<file path="config.mk">
export PLATFORM = sky130hd
export DESIGN_NAME = nem_ohmux_sel_ctrl
export DESIGN_NICKNAME = d
export VERILOG_FILES = /design/src/rtl/nem_ohmux_sel_ctrl.sv
export SDC_FILE = /design/constraint.sdc
export NUM_CORES = 1
export LEC_CHECK = 0
export BUFFER_PORTS_ARGS = -buffer_cell sky130_fd_sc_hd__buf_2
export CORE_MARGIN = 8
export CORE_UTILIZATION = 45
export DETAILED_ROUTE_END_ITERATION = 16
export MAX_ROUTING_LAYER = met4
export PLACE_DENSITY = 0.66
export RECOVER_POWER = 50
export SYNTH_ARGS = -nofsm -noshare
export SYNTH_HDL_FRONTEND = slang
export SYNTH_SLANG_ARGS = --single-unit
</file>
<file path="constraint.sdc">
create_clock -name clk -period 4.3 [get_ports clk]
set_clock_uncertainty 0.2 [all_clocks]
set_input_delay 1.29 -clock clk [delete_from_list [all_inputs] [get_ports clk]]
set_output_delay 1.29 -clock clk [all_outputs]
set_load 0.1 [all_outputs]
</file>
<file path="src/rtl/nem_ohmux_sel_ctrl.sv">
// nem_ohmux_sel_ctrl: break-before-make one-hot select sequencer for a
// 4-input NEM relay inverting mux, with a saturating closure counter.
//
// Ports:
//   clk, rst          clock, async active-high reset
//   req_valid/ready   select change request handshake
//   req_en, req_sel   close relay req_sel (1) or open all (0)
//   cfg_t_off/t_on    release / pull-in settle cycles (0 acts as 1)
//   S                 one-hot/zero relay selects
//   sel_valid         selected relay settled, ZN valid
//   cur_sel           index of closed relay (0 when none)
//   closures          saturating count of relay closures
//   clr_closures      synchronous clear of closures
module nem_ohmux_sel_ctrl #(
  parameter int T_W   = 8,
  parameter int CNT_W = 16
) (
  input  logic             clk,
  input  logic             rst,
  input  logic             req_valid,
  output logic             req_ready,
  input  logic             req_en,
  input  logic [1:0]       req_sel,
  input  logic [T_W-1:0]   cfg_t_off,
  input  logic [T_W-1:0]   cfg_t_on,
  output logic [3:0]       S,
  output logic             sel_valid,
  output logic [1:0]       cur_sel,
  output logic [CNT_W-1:0] closures,
  input  logic             clr_closures
);

  typedef enum logic [1:0] {
    ST_OPEN,
    ST_BREAK,
    ST_MAKE,
    ST_HOLD
  } state_e;

  state_e           state_q;
  logic [3:0]       s_q;
  logic             sel_valid_q;
  logic             ready_q;
  logic [1:0]       cur_sel_q;
  logic [CNT_W-1:0] clos_q;
  logic [CNT_W-1:0] clos_d;
  logic [T_W-1:0]   cnt_q;
  logic [T_W-1:0]   ton_q;
  logic             en_q;
  logic [1:0]       sel_q;

  logic accept;
  logic make_go;
  logic last;

  function automatic logic [3:0] oh(
    input logic [1:0] i
  );
    return 4'b0001 << i;
  endfunction

  // Zero delay settings behave as a single cycle.
  function automatic logic [T_W-1:0] nz(
    input logic [T_W-1:0] t
  );
    return (t == '0) ? T_W'(1) : t;
  endfunction

  assign accept = req_valid & ready_q;
  assign last   = (cnt_q == T_W'(1));

  always_comb begin
    make_go = 1'b0;
    clos_d  = clos_q;
    if (state_q == ST_OPEN)
      make_go = accept & req_en;
    else if (state_q == ST_BREAK)
      make_go = last & en_q;
    if (clr_closures)
      clos_d = '0;
    else if (make_go && !(&clos_q))
      clos_d = clos_q + CNT_W'(1);
  end

  always_ff @(posedge clk or posedge rst) begin
    if (rst) begin
      state_q     <= ST_OPEN;
      s_q         <= '0;
      sel_valid_q <= 1'b0;
      ready_q     <= 1'b1;
      cur_sel_q   <= '0;
      clos_q      <= '0;
      cnt_q       <= '0;
      ton_q       <= '0;
      en_q        <= 1'b0;
      sel_q       <= '0;
    end else begin
      clos_q <= clos_d;
      unique case (state_q)
        ST_OPEN: begin
          if (accept && req_en) begin
            state_q   <= ST_MAKE;
            s_q       <= oh(req_sel);
            cur_sel_q <= req_sel;
            cnt_q     <= nz(cfg_t_on);
            ready_q   <= 1'b0;
          end
        end
        ST_HOLD: begin
          // Same-index requests are absorbed.
          if (accept &&
              !(req_en && req_sel == cur_sel_q)) begin
            state_q     <= ST_BREAK;
            s_q         <= '0;
            sel_valid_q <= 1'b0;
            ready_q     <= 1'b0;
            en_q        <= req_en;
            sel_q       <= req_sel;
            ton_q       <= nz(cfg_t_on);
            cnt_q       <= nz(cfg_t_off);
          end
        end
        ST_BREAK: begin
          if (last) begin
            if (en_q) begin
              state_q   <= ST_MAKE;
              s_q       <= oh(sel_q);
              cur_sel_q <= sel_q;
              cnt_q     <= ton_q;
            end else begin
              state_q   <= ST_OPEN;
              cur_sel_q <= '0;
              ready_q   <= 1'b1;
            end
          end else begin
            cnt_q <= cnt_q - T_W'(1);
          end
        end
        ST_MAKE: begin
          if (last) begin
            state_q     <= ST_HOLD;
            sel_valid_q <= 1'b1;
            ready_q     <= 1'b1;
          end else begin
            cnt_q <= cnt_q - T_W'(1);
          end
        end
      endcase
    end
  end

  assign S         = s_q;
  assign sel_valid = sel_valid_q;
  assign req_ready = ready_q;
  assign cur_sel   = cur_sel_q;
  assign closures  = clos_q;

endmodule

</file>
* After elaboration in Yosys (flattened, before gate mapping)
Cells that the tools add are included.
Storage, ports and cells: bits of input ports 23, output and inout bits 24, bits in registers 45, word-level logic and storage cells 85
Cells by class: bitwise operators 3, reduce and logical (&&, ||, !) cells 21, $add $sub $neg 2, shift operators 2, mux-type cells 34, equality and inequality tests 13
Operator list (number):
- $mux W8 | 7
- $mux W16 | 2
- $pmux W8 S4 | 1
- $add A16 B1 Y16 const B | 1
- $logic_not A8 Y1 | 2
- $mux W2 | 8
- $mux W4 | 4
- $reduce_and A16 Y1 | 1
- $ne A2 B2 Y1 const B | 6
- $pmux W4 S3 | 1
- $reduce_and A5 Y1 | 2
- $eq A8 B1 Y1 const B | 1
- $pmux W2 S4 | 1
- $reduce_and A4 Y1 | 2
- $shl A1 B2 Y4 const A | 2
- $sub A8 B1 Y8 const B | 1
- $mux W1 | 7
- $reduce_and A3 Y1 | 2
- $reduce_bool A2 Y1 | 3
- $eq A2 B2 Y1 const B | 2
- $logic_and A1 B1 Y1 | 4
- $pmux W1 S4 | 1
- $pmux W2 S2 | 1
- $and A1 B1 Y1 | 3
- other kinds (9) | 10

* Logic depth before layout (Yosys ltp)
Gate-level depths: netlist (run 1).
depth after elaboration 7, mapped depth 9, gate-level depth less buffers 7

* Worst setup path after synthesis (run 1)
OpenSTA, ideal clock, no wires.
path kind input to register, start point in req_sel[1], end point reg s_q[0], in the netlist S[0], stages 5, setup time 0.125 ns, arrival 2.624 ns, required time 3.975 ns, path buffers 0, slack 1.350 ns, path through xnor2_1 -> a32oi_1 -> nand2_1 -> a211oi_1 -> mux2_2
Between the ends: word-level cells in the longest chain between the ends 6, elaborated cells on any way between the ends 9, those cells by class eq/ne: 2; shift: 1; mux: 2; reduce/logical: 4
RTL lines:
- start, declared | line 23 | input logic [1:0] req_sel,
- $eq A2 B2 Y1 | line 112 | !(req_en && req_sel == cur_sel_q)) begin
- $logic_and A1 B1 Y1 | line 112
- $logic_not A1 Y1 | line 112
- $logic_and A1 B1 Y1 | line 111 | if (accept &&
- $ne A2 B2 Y1 (no source line)
- $reduce_and A5 Y1 (no source line)
- end signal, assigned | line 103 | s_q <= oh(req_sel);
- end signal, assigned | line 127 | s_q <= oh(sel_q);
- end, declared | line 41 | logic [3:0] s_q;
Several ways; a longest one is shown, not always the timed one. The select of a mux whose other input is x is not followed. A chain may end at the register's enable or synchronous reset.

* Worst setup path after layout (run 1)
start point reg state_q[1], end point reg clos_q[13], in the netlist closures[13]
Between the ends: word-level cells in the longest chain between the ends 5, elaborated cells on any way between the ends 6, those cells by class eq/ne: 1; mux: 2; reduce/logical: 3
RTL lines:
- start, declared | line 40 | state_e state_q;
- start signal, assigned | line 87 | state_q <= ST_OPEN;
- start signal, assigned | line 102 | state_q <= ST_MAKE;
- start signal, assigned | line 113 | state_q <= ST_BREAK;
- $eq A2 B1 Y1 | line 77 | else if (state_q == ST_BREAK)
- $mux W1 | line 77
- $mux W1 * | line 75 | if (state_q == ST_OPEN)
- $logic_and A1 B1 Y1 * | line 81 | else if (make_go && !(&clos_q))
- $reduce_bool A2 Y1 (no source line) *
- end signal, assigned | line 98 | clos_q <= clos_d;
- end, declared | line 45 | logic [CNT_W-1:0] clos_q;
Mark *: on every way between the ends. The rest lies on a longest branch, timed or not.

==> out/metrics.yaml, run 1 <==
route.antenna.remaining_nets: 0
routabilityCongestion: 0.927
mostFrequentLayoutCells: "44 x dfrtp_1, 43 x buf_2, 27 x nor2_1, 21 x a21oi_1"
area_delta_synth_final_pct: 14.0
tightest_slew_ns: 1.70
dp_hpwl_um: 4930
wl_um: 6710
place_inst: 397
p_per_area_nw_per_um2: 262
place_area_um2: 2980
numPortBuffers: 46
syn_inst: 289
crit_fanout: 20
post-cts-setup-buffer-count: 0
h-tree-depth: 2
timing.fmax_mhz: 288
netlist_area_um2: 2720
layout-drive-gt1-share_pct: 21.8
wire_per_inst_um: 16.6
ioPinCount: 47
synth_seq_cells: 45
path_class: "flip-flop to flip-flop"
synthArstFlopShare_pct: 100
arrival_ns: 3.46
first_iter_violations: 152
ys_seq_area_share_pct: 41.5
synthTopCellsByArea: "dfrtp_1 41%, mux2_2 6.2%, a21oi_1 3.9%, nor2_1 3.7%, xnor2_1 3.5%"
cp-end-kind: "flip-flop"
syn_nets: 319
via_count: 2420
power_uw: 812
cts.reportedPaths.clkPinSlew_ns: 0.09
final_max_slew_viol_count: 46
drc: 0
grt-busiest-layer: "met2"
numCtsBuffers: 5
synthFlopType: "dfrtp_1"
grt_pass1_wl_um: 11200
globalRouteMet1Util_pct: 20.1
dr.pass1.iters: 4
synth_cell_types: 52
p_leak_uw: 0.00135
violations: "max-capacitance violations, max-slew violations"
cts-resized-gates: 0
grt_util_met2_pct: 25.0
yosysTopAreaCellShare_pct: 40.6
final_common_cell: "dfrtp_1"
outcome: "finished, violations left"
grtUsageTotal_pct: 15.9
maxCapViolations: 1
hold_class: "flip-flop to flip-flop"
start_kind: "flip-flop"
num_rows: 28
final_nets: 359
vdd_drop_max_v: 0.000184
postCtsHoldBufs: 0
die_h_um: 93.7
antenna_found_initial: 0
antenna_cells: 0
die-area_um2: 8780
yosys_warnings: 0
synth-edff-count: 0
rsz0062_at_grt: "false"
setup_tns_ns: 0
final_cells: 405
setup_viol: 0
cts.sinks: 45
core_um2: 5890
hold_viol: 0
die_x_um: 93.7
period_minus_slack_ns: 3.47
slew_headroom_pct: -13.2
design_area_um2: 3090
use_met3_pct: 3.36
clk_latency_ns: 0.30
synth_top_area_cell: "dfrtp_1"
grt_pass1_vias: 2362
start_util_pct: 46.1
required_ns: 4.29
syn_area_per_cell_um2: 9.39
grt_overflow: 0
grt_max_degree: 46
clk_path_buf_depth: 2
cts_tree: "built"
cts_root_buf: "clkbuf_8"
min_period_over_period_pct: 80.7
vias_per_cell: 5.98
-- area by class of cell --
cell class                      instances  area [um^2]
Multi-Input combinational cell        220         1490
Inverter                               11         41.3
Sequential cell                        45         1130
Tap cell                               75         93.8
Clock inverter                          1         30.0
Timing Repair Buffer                   46          226
Clock buffer                            7         86.3
Fill cell                             564         2790
-- logic make-up (layout without fill, tap and decap cells) --
family	Yosys count	after routing	synth area share, %
and+or+nand+nor	99	99	19.3
muxes	16	16	6.59
AOI/OAI and AO/OA	87	87	22.2
buffers and inverters	24	65	3.64
adders and majority gates	7	7	3.23
xor gates and xnor gates	11	11	3.55
DFF	45	45	41.5
-- path summary, 6_finish.rpt --
check	depth (start not counted)	slack [ns]	from	to
hold reg to reg	1	0.31	S[2]	S[2]
max in group asynchronous	2	1.60	rst	cnt_q[3]
setup reg to reg	7	0.83	state_q[1]	closures[13]
min in group asynchronous	2	1.31	rst	closures[4]
hold / removal	1	0.31	S[2]	S[2]
setup / recovery	7	0.83	state_q[1]	closures[13]
-- worst max-delay path: stages (launching register included) --
cell and delay, ns:
dfrtp_1 0.40, inv_1 0.10, ha_1 0.57, or4b_2 0.65
or4_4 0.50, a32o_2 0.29, nor4_1 0.27, mux2_2 0.37
-- through the flow --
step                util [%]  hold WS [ns]  worst slack [ns]
CTS                     52.6         0.314             0.830
detailed placement      50.7         0.295             0.835
global route            52.6         0.323             0.640
global placement        50.7         0.288             0.909
finish                  52.6         0.311             0.831
floorplan                  -         0.280              1.35
-- registers in the layout (all words and copies together), names as in the netlist --
register,cells
cur_sel,2
cnt_q,8
state_q,2
sel_q,2
en_q,1
closures,16
sel_valid,1
ton_q,8
S,4
req_ready,1
-- cell usage after synthesis, types with 3 or more instances --
master and number:
a211oi_1 5, a21oi_1 21, a221oi_1 10, a22o_1 3, a31oi_1 5, a32o_1 4
and3_1 4, clkbuf_1 9, dfrtp_1 44, ha_1 7, inv_1 11, mux2_2 15
nand2_1 15, nand2b_1 9, nand3_1 7, nand4_1 5, nor2_1 27, nor2b_1 4
nor3_1 7, nor4_1 4, o211ai_1 3, o21ai_0 14, o31ai_1 4, or4_1 8
xnor2_1 11
-- routing by layer --
metal	wire length, um	vias up	part of all wire, %
met2	3150	61	47
li1	-	1170	-
met3	321	12	4.8
met5	0	-	0
met1	3150	1177	47
met4	85	0	1.3
-- where the power goes --
| part | switching, uW | internal, uW |
|---|---|---|
| Combinational | 40.8 | 16.8 |
| Sequential | 0.864 | 425 |
| Clock | 139 | 190 |
Note: power is estimated with default switching activity, not from simulation.
==> run 2: changes to the inputs <==
- PLACE_DENSITY: 0.66 -> 0.69
- clock period: 4.3 -> 3.1 ns (I/O delays scaled with it)
==> run 2 against run 1 <==
Compared with the run above:
- the run now ends clean
- utilization increased by 2.2 points
- combinational power increased by 40%
- final area increased by 4.2%
- clock power increased by 34%
- final cell count increased by 4.4%
- die area unchanged
- worst setup slack got worse by 0.63 ns
- critical path depth unchanged
- critical path type unchanged
- largest cell class unchanged
- largest power group unchanged
==> out/metrics.yaml, run 2 (synthesis gave the netlist of run 1 again) <==
core_um2: 5890
clk_latency_ns: 0.30
vdd_drop_max_v: 0.000197
final_max_slew_viol_count: 0
required_ns: 3.09
first_iter_violations: 139
dp_hpwl_um: 5260
wire_per_inst_um: 16.4
die_h_um: 93.7
cts_root_buf: "clkbuf_8"
route.antenna.remaining_nets: 0
cts_tree: "built"
maxCapViolations: 0
min_period_over_period_pct: 93.7
grt_pass1_wl_um: 11800
period_minus_slack_ns: 2.90
cts.reportedPaths.clkPinSlew_ns: 0.10
place_inst: 412
numPortBuffers: 46
wl_um: 6930
start_util_pct: 46.1
grt_max_degree: 26
antenna_found_initial: 0
grtUsageTotal_pct: 16.8
outcome: "finished clean"
slew_headroom_pct: 22.2
largest_register_ffs: 16
tightest_slew_ns: 1.17
start_kind: "flip-flop"
die_x_um: 93.7
p_leak_uw: 0.00141
crit_chain: "inv_1 -> ha_1 -> or4b_4 -> or4_4 -> a32o_2 -> nor4_2 -> mux2_2"
layout-drive-gt1-share_pct: 25.0
crit_fanout: 8
hold_class: "flip-flop to flip-flop"
timing.fmax_mhz: 344
antenna_cells: 0
whs_ns: 0.312
hold_viol: 0
rsz0062_at_grt: "false"
ioPinCount: 47
setup_viol: 0
cp-end-kind: "flip-flop"
mostFrequentLayoutCells: "44 x dfrtp_1, 40 x buf_2, 27 x nor2_1, 20 x a21oi_1"
slowest_stage: "or4_4"
grt_pass1_vias: 2426
clk_path_buf_depth: 2
setup_tns_ns: 0
via_count: 2495
cts.sinks: 45
drc: 0
h-tree-depth: 2
area_delta_synth_final_pct: 18.7
power_uw: 1110
dr.pass1.iters: 4
path_class: "flip-flop to flip-flop"
arrival_ns: 2.90
num_rows: 28
vias_per_cell: 5.90
final_nets: 377
final_common_cell: "dfrtp_1"
p_per_area_nw_per_um2: 345
die-area_um2: 8780
postCtsHoldBufs: 0
grt_overflow: 0
cpPeakStageDelay_ns: 0.55
numCtsBuffers: 5
final_cells: 423
routabilityCongestion: 0.898
-- run 2: area by class of cell --
type	instances	area, um^2
clock inverters	2	35.0
multi-input cells	220	1510
inverters	11	41.3
well taps	75	93.8
fillers	556	2660
clock buffers	6	72.6
repair buffers	64	347
flip-flops and latches	45	1130
-- run 2: power breakdown --
part,total [uW],switching [uW],internal [uW],leakage [uW]
clock network,442,203,240,0.0000552
registers,591,1.44,589,0.000590
logic,80.4,57.0,23.4,0.000766
-- run 2: layer usage --
metal | global-route usage (%) | share of wire (%) | vias up
met5 | - | 0 | -
met4 | 3.96 | 1.1 | 0
met3 | 3.04 | 5.6 | 8
met2 | 27.4 | 48 | 77
met1 | 21.0 | 45 | 1202
li1 | - | - | 1208
-- run 2: worst paths after layout --
path | startpoint | endpoint | slack, ns | cells after the start
worst min-delay path | S[0] | S[0] | 0.31 | 1
worst max register to register | state_q[1] | closures[13] | 0.20 | 7
worst min register to register | S[0] | S[0] | 0.31 | 1
worst max-delay path | state_q[1] | closures[13] | 0.20 | 7
min in group asynchronous | rst | closures[8] | 0.46 | 2
max in group asynchronous | rst | closures[9] | 1.00 | 3
-- run 2: per-stage QoR --
step                worst slack, ns  area (um^2)  util (%)
floorplan                     0.169         2720         -
global placement              0.137         3090      52.6
detailed placement           0.0884         3090      52.6
CTS                          0.0716         3200      54.4
global route                 0.0801         3220      54.8
finish                        0.196         3220      54.8
-- run 2: critical path: cells and delay by family (launching register included) --
family	cells	cell delay, ns
AND/OR/NAND/NOR	3	1.26
flip-flops	1	0.38
multiplexers	1	0.37
AO/OA/AOI/OAI	1	0.31
adder cells (fa/ha/maj)	1	0.18
buffers and inverters	1	0.10
-- run 2: repair_timing --
item,CTS,global route
setup buffers,0,3
setup endpoints to repair,0,3
resized for setup,0,4
==> run 3: changes to the inputs <==
- BUFFER_PORTS_ARGS: -buffer_cell sky130_fd_sc_hd__buf_2 -> unset
- CTS_BUF_LIST: unset -> sky130_fd_sc_hd__clkbuf_8
- DONT_BUFFER_PORTS: unset -> 1
- PLACE_DENSITY: 0.69 -> unset
==> run 3 against run 2 <==
Compared with the run above:
- flip-flop and latch count unchanged
- sequential share of layout area increased by 1.3 points
- clock-buffer cell count unchanged
- routed wire length decreased by 1.6%
- via count decreased by 6.0%
- first-iteration DRC count decreased by 22%
==> out/metrics.yaml, run 3 (synthesis gave the netlist of run 1 again) <==
outcome: "finished clean"
die_x_um: 93.7
place_area_um2: 3010
vdd_drop_max_v: 0.000208
reg2reg_slack_ns: 0.18
area_delta_synth_final_pct: 14.4
cts.reportedPaths.clkPinSlew_ns: 0.09
seq_power_share_pct: 55.0
design_area_um2: 3110
tightest_slew_ns: 1.29
dr.pass1.iters: 5
grtUsageTotal_pct: 16.4
routabilityCongestion: 0.832
die_h_um: 93.7
num_rows: 28
hold_class: "flip-flop to flip-flop"
cp-end-kind: "flip-flop"
final_common_cell: "dfrtp_1"
clk_path_buf_depth: 2
route.antenna.remaining_nets: 0
wire_per_inst_um: 17.4
start_util_pct: 46.1
hold_viol: 0
final_cells: 392
p_leak_uw: 0.00130
drc: 0
die-area_um2: 8780
path_class: "flip-flop to flip-flop"
cts_tree: "built"
fill_cells: 551
crit_fanout: 9
setup_viol: 0
final_max_slew_viol_count: 0
timing.fmax_mhz: 343
place_inst: 384
cts_root_buf: "clkbuf_8"
clk_latency_ns: 0.30
period_minus_slack_ns: 2.92
numCtsBuffers: 5
cts.sinks: 45
layout-drive-gt1-share_pct: 18.9
start_kind: "flip-flop"
maxCapViolations: 0
crit_chain: "inv_1 -> ha_1 -> or4b_2 -> or4_4 -> buf_4 -> a2111oi_0 -> xnor2_1 -> nor2_1"
via_count: 2345
clkPwrFrac_pct: 42.0
rsz0062_at_grt: "false"
grt_overflow: 0
setup_tns_ns: 0
ioPinCount: 47
comb_power_share_pct: 3.0
post-cts-setup-buffer-count: 0
final_nets: 346
slew_headroom_pct: 13.9
first_iter_violations: 108
p_per_area_nw_per_um2: 357
grt_pass1_wl_um: 11300
antenna_found_initial: 0
mostFrequentLayoutCells: "44 x dfrtp_1, 27 x nor2_1, 27 x buf_4, 21 x a21oi_1"
h-tree-depth: 2
required_ns: 3.09
slowest_stage: "or4b_2"
arrival_ns: 2.91
largest_register_ffs: 16
cts-resized-gates: 0
dp_hpwl_um: 5100
internal-power_uw: 864
core_um2: 5890
cpPeakStageDelay_ns: 0.60
wl_um: 6820
postCtsHoldBufs: 0
vias_per_cell: 5.98
switching_power_uw: 246
grt_pass1_vias: 2217
swShare_pct: 22.2
min_period_over_period_pct: 94.2
numPortBuffers: 0
antenna_cells: 0
grt_max_degree: 46
==> run 3: changes by cell type in the layout (fill, tap and decap cells not counted), moves of 2 or more <==
| cell | before | now |
|---|---|---|
| buf_4 | 15 | 27 |
| clkbuf_2 | 0 | 2 |
| buf_2 | 40 | 0 |
| clkbuf_1 | 10 | 4 |
==> run 3: final timing paths <==
kind                            startpoint     endpoint  depth (start not counted)
worst min-delay path              ton_q[1]     ton_q[1]                          1
worst min register to register    ton_q[1]     ton_q[1]                          1
worst max-delay path            state_q[1]  closures[8]                          8
max in group asynchronous              rst     ton_q[1]                          2
min in group asynchronous              rst  closures[4]                          2
worst max register to register  state_q[1]  closures[8]                          8
==> run 3: stage by stage <==
| stage | setup WS [ns] | power [uW] | hold WS (ns) | util [%] |
|---|---|---|---|---|
| 2_1_floorplan | 0.169 | 652 | 0.280 | - |
| 3_3_place_gp | 0.201 | 660 | 0.297 | 51.2 |
| 3_5_place_dp | 0.152 | 660 | 0.301 | 51.2 |
| 4_1_cts | 0.138 | 1130 | 0.320 | 53.2 |
| 5_1_grt | 0.00644 | 1160 | 0.331 | 52.8 |
| 6_report | 0.180 | 1110 | 0.317 | 52.8 |
==> run 3: power by group through the flow <==
stage / Combinational [uW] / Sequential [uW] / Clock [uW]
global route: 39.0 / 611 / 505
CTS: 37.6 / 611 / 482
detailed placement: 37.5 / 622 / 0
global placement: 37.4 / 622 / 0
floorplan: 30.1 / 622 / 0
finish: 33.5 / 611 / 466
==> run 3: area by class of cell <==
cell class	count	area, um^2	share of cell area [%]
multi-input combinational	220	1500	48.1
sequential	45	1130	36.3
timing repair buffer	33	228	7.33
tap	75	93.8	3.02
clock buffer	6	82.6	2.66
inverter	11	41.3	1.33
clock inverter	2	37.5	1.21
==> run 3: worst max-delay path, delay by kind of cell (launching register included) <==
family	cells	cell delay, ns
buf+inv	2	0.29
flops	1	0.41
xor+xnor	1	0.17
fa+ha+maj	1	0.17
simple gates	3	1.09
compound gates	1	0.50
==> run 3: per-layer routing <==
layer	share of wire, %	vias to the layer above	track usage, %
met5	0	-	-
met4	0.63	0	3.30
met3	7.0	5	4.72
met2	46	57	24.9
met1	47	1145	21.4
li1	-	1138	-
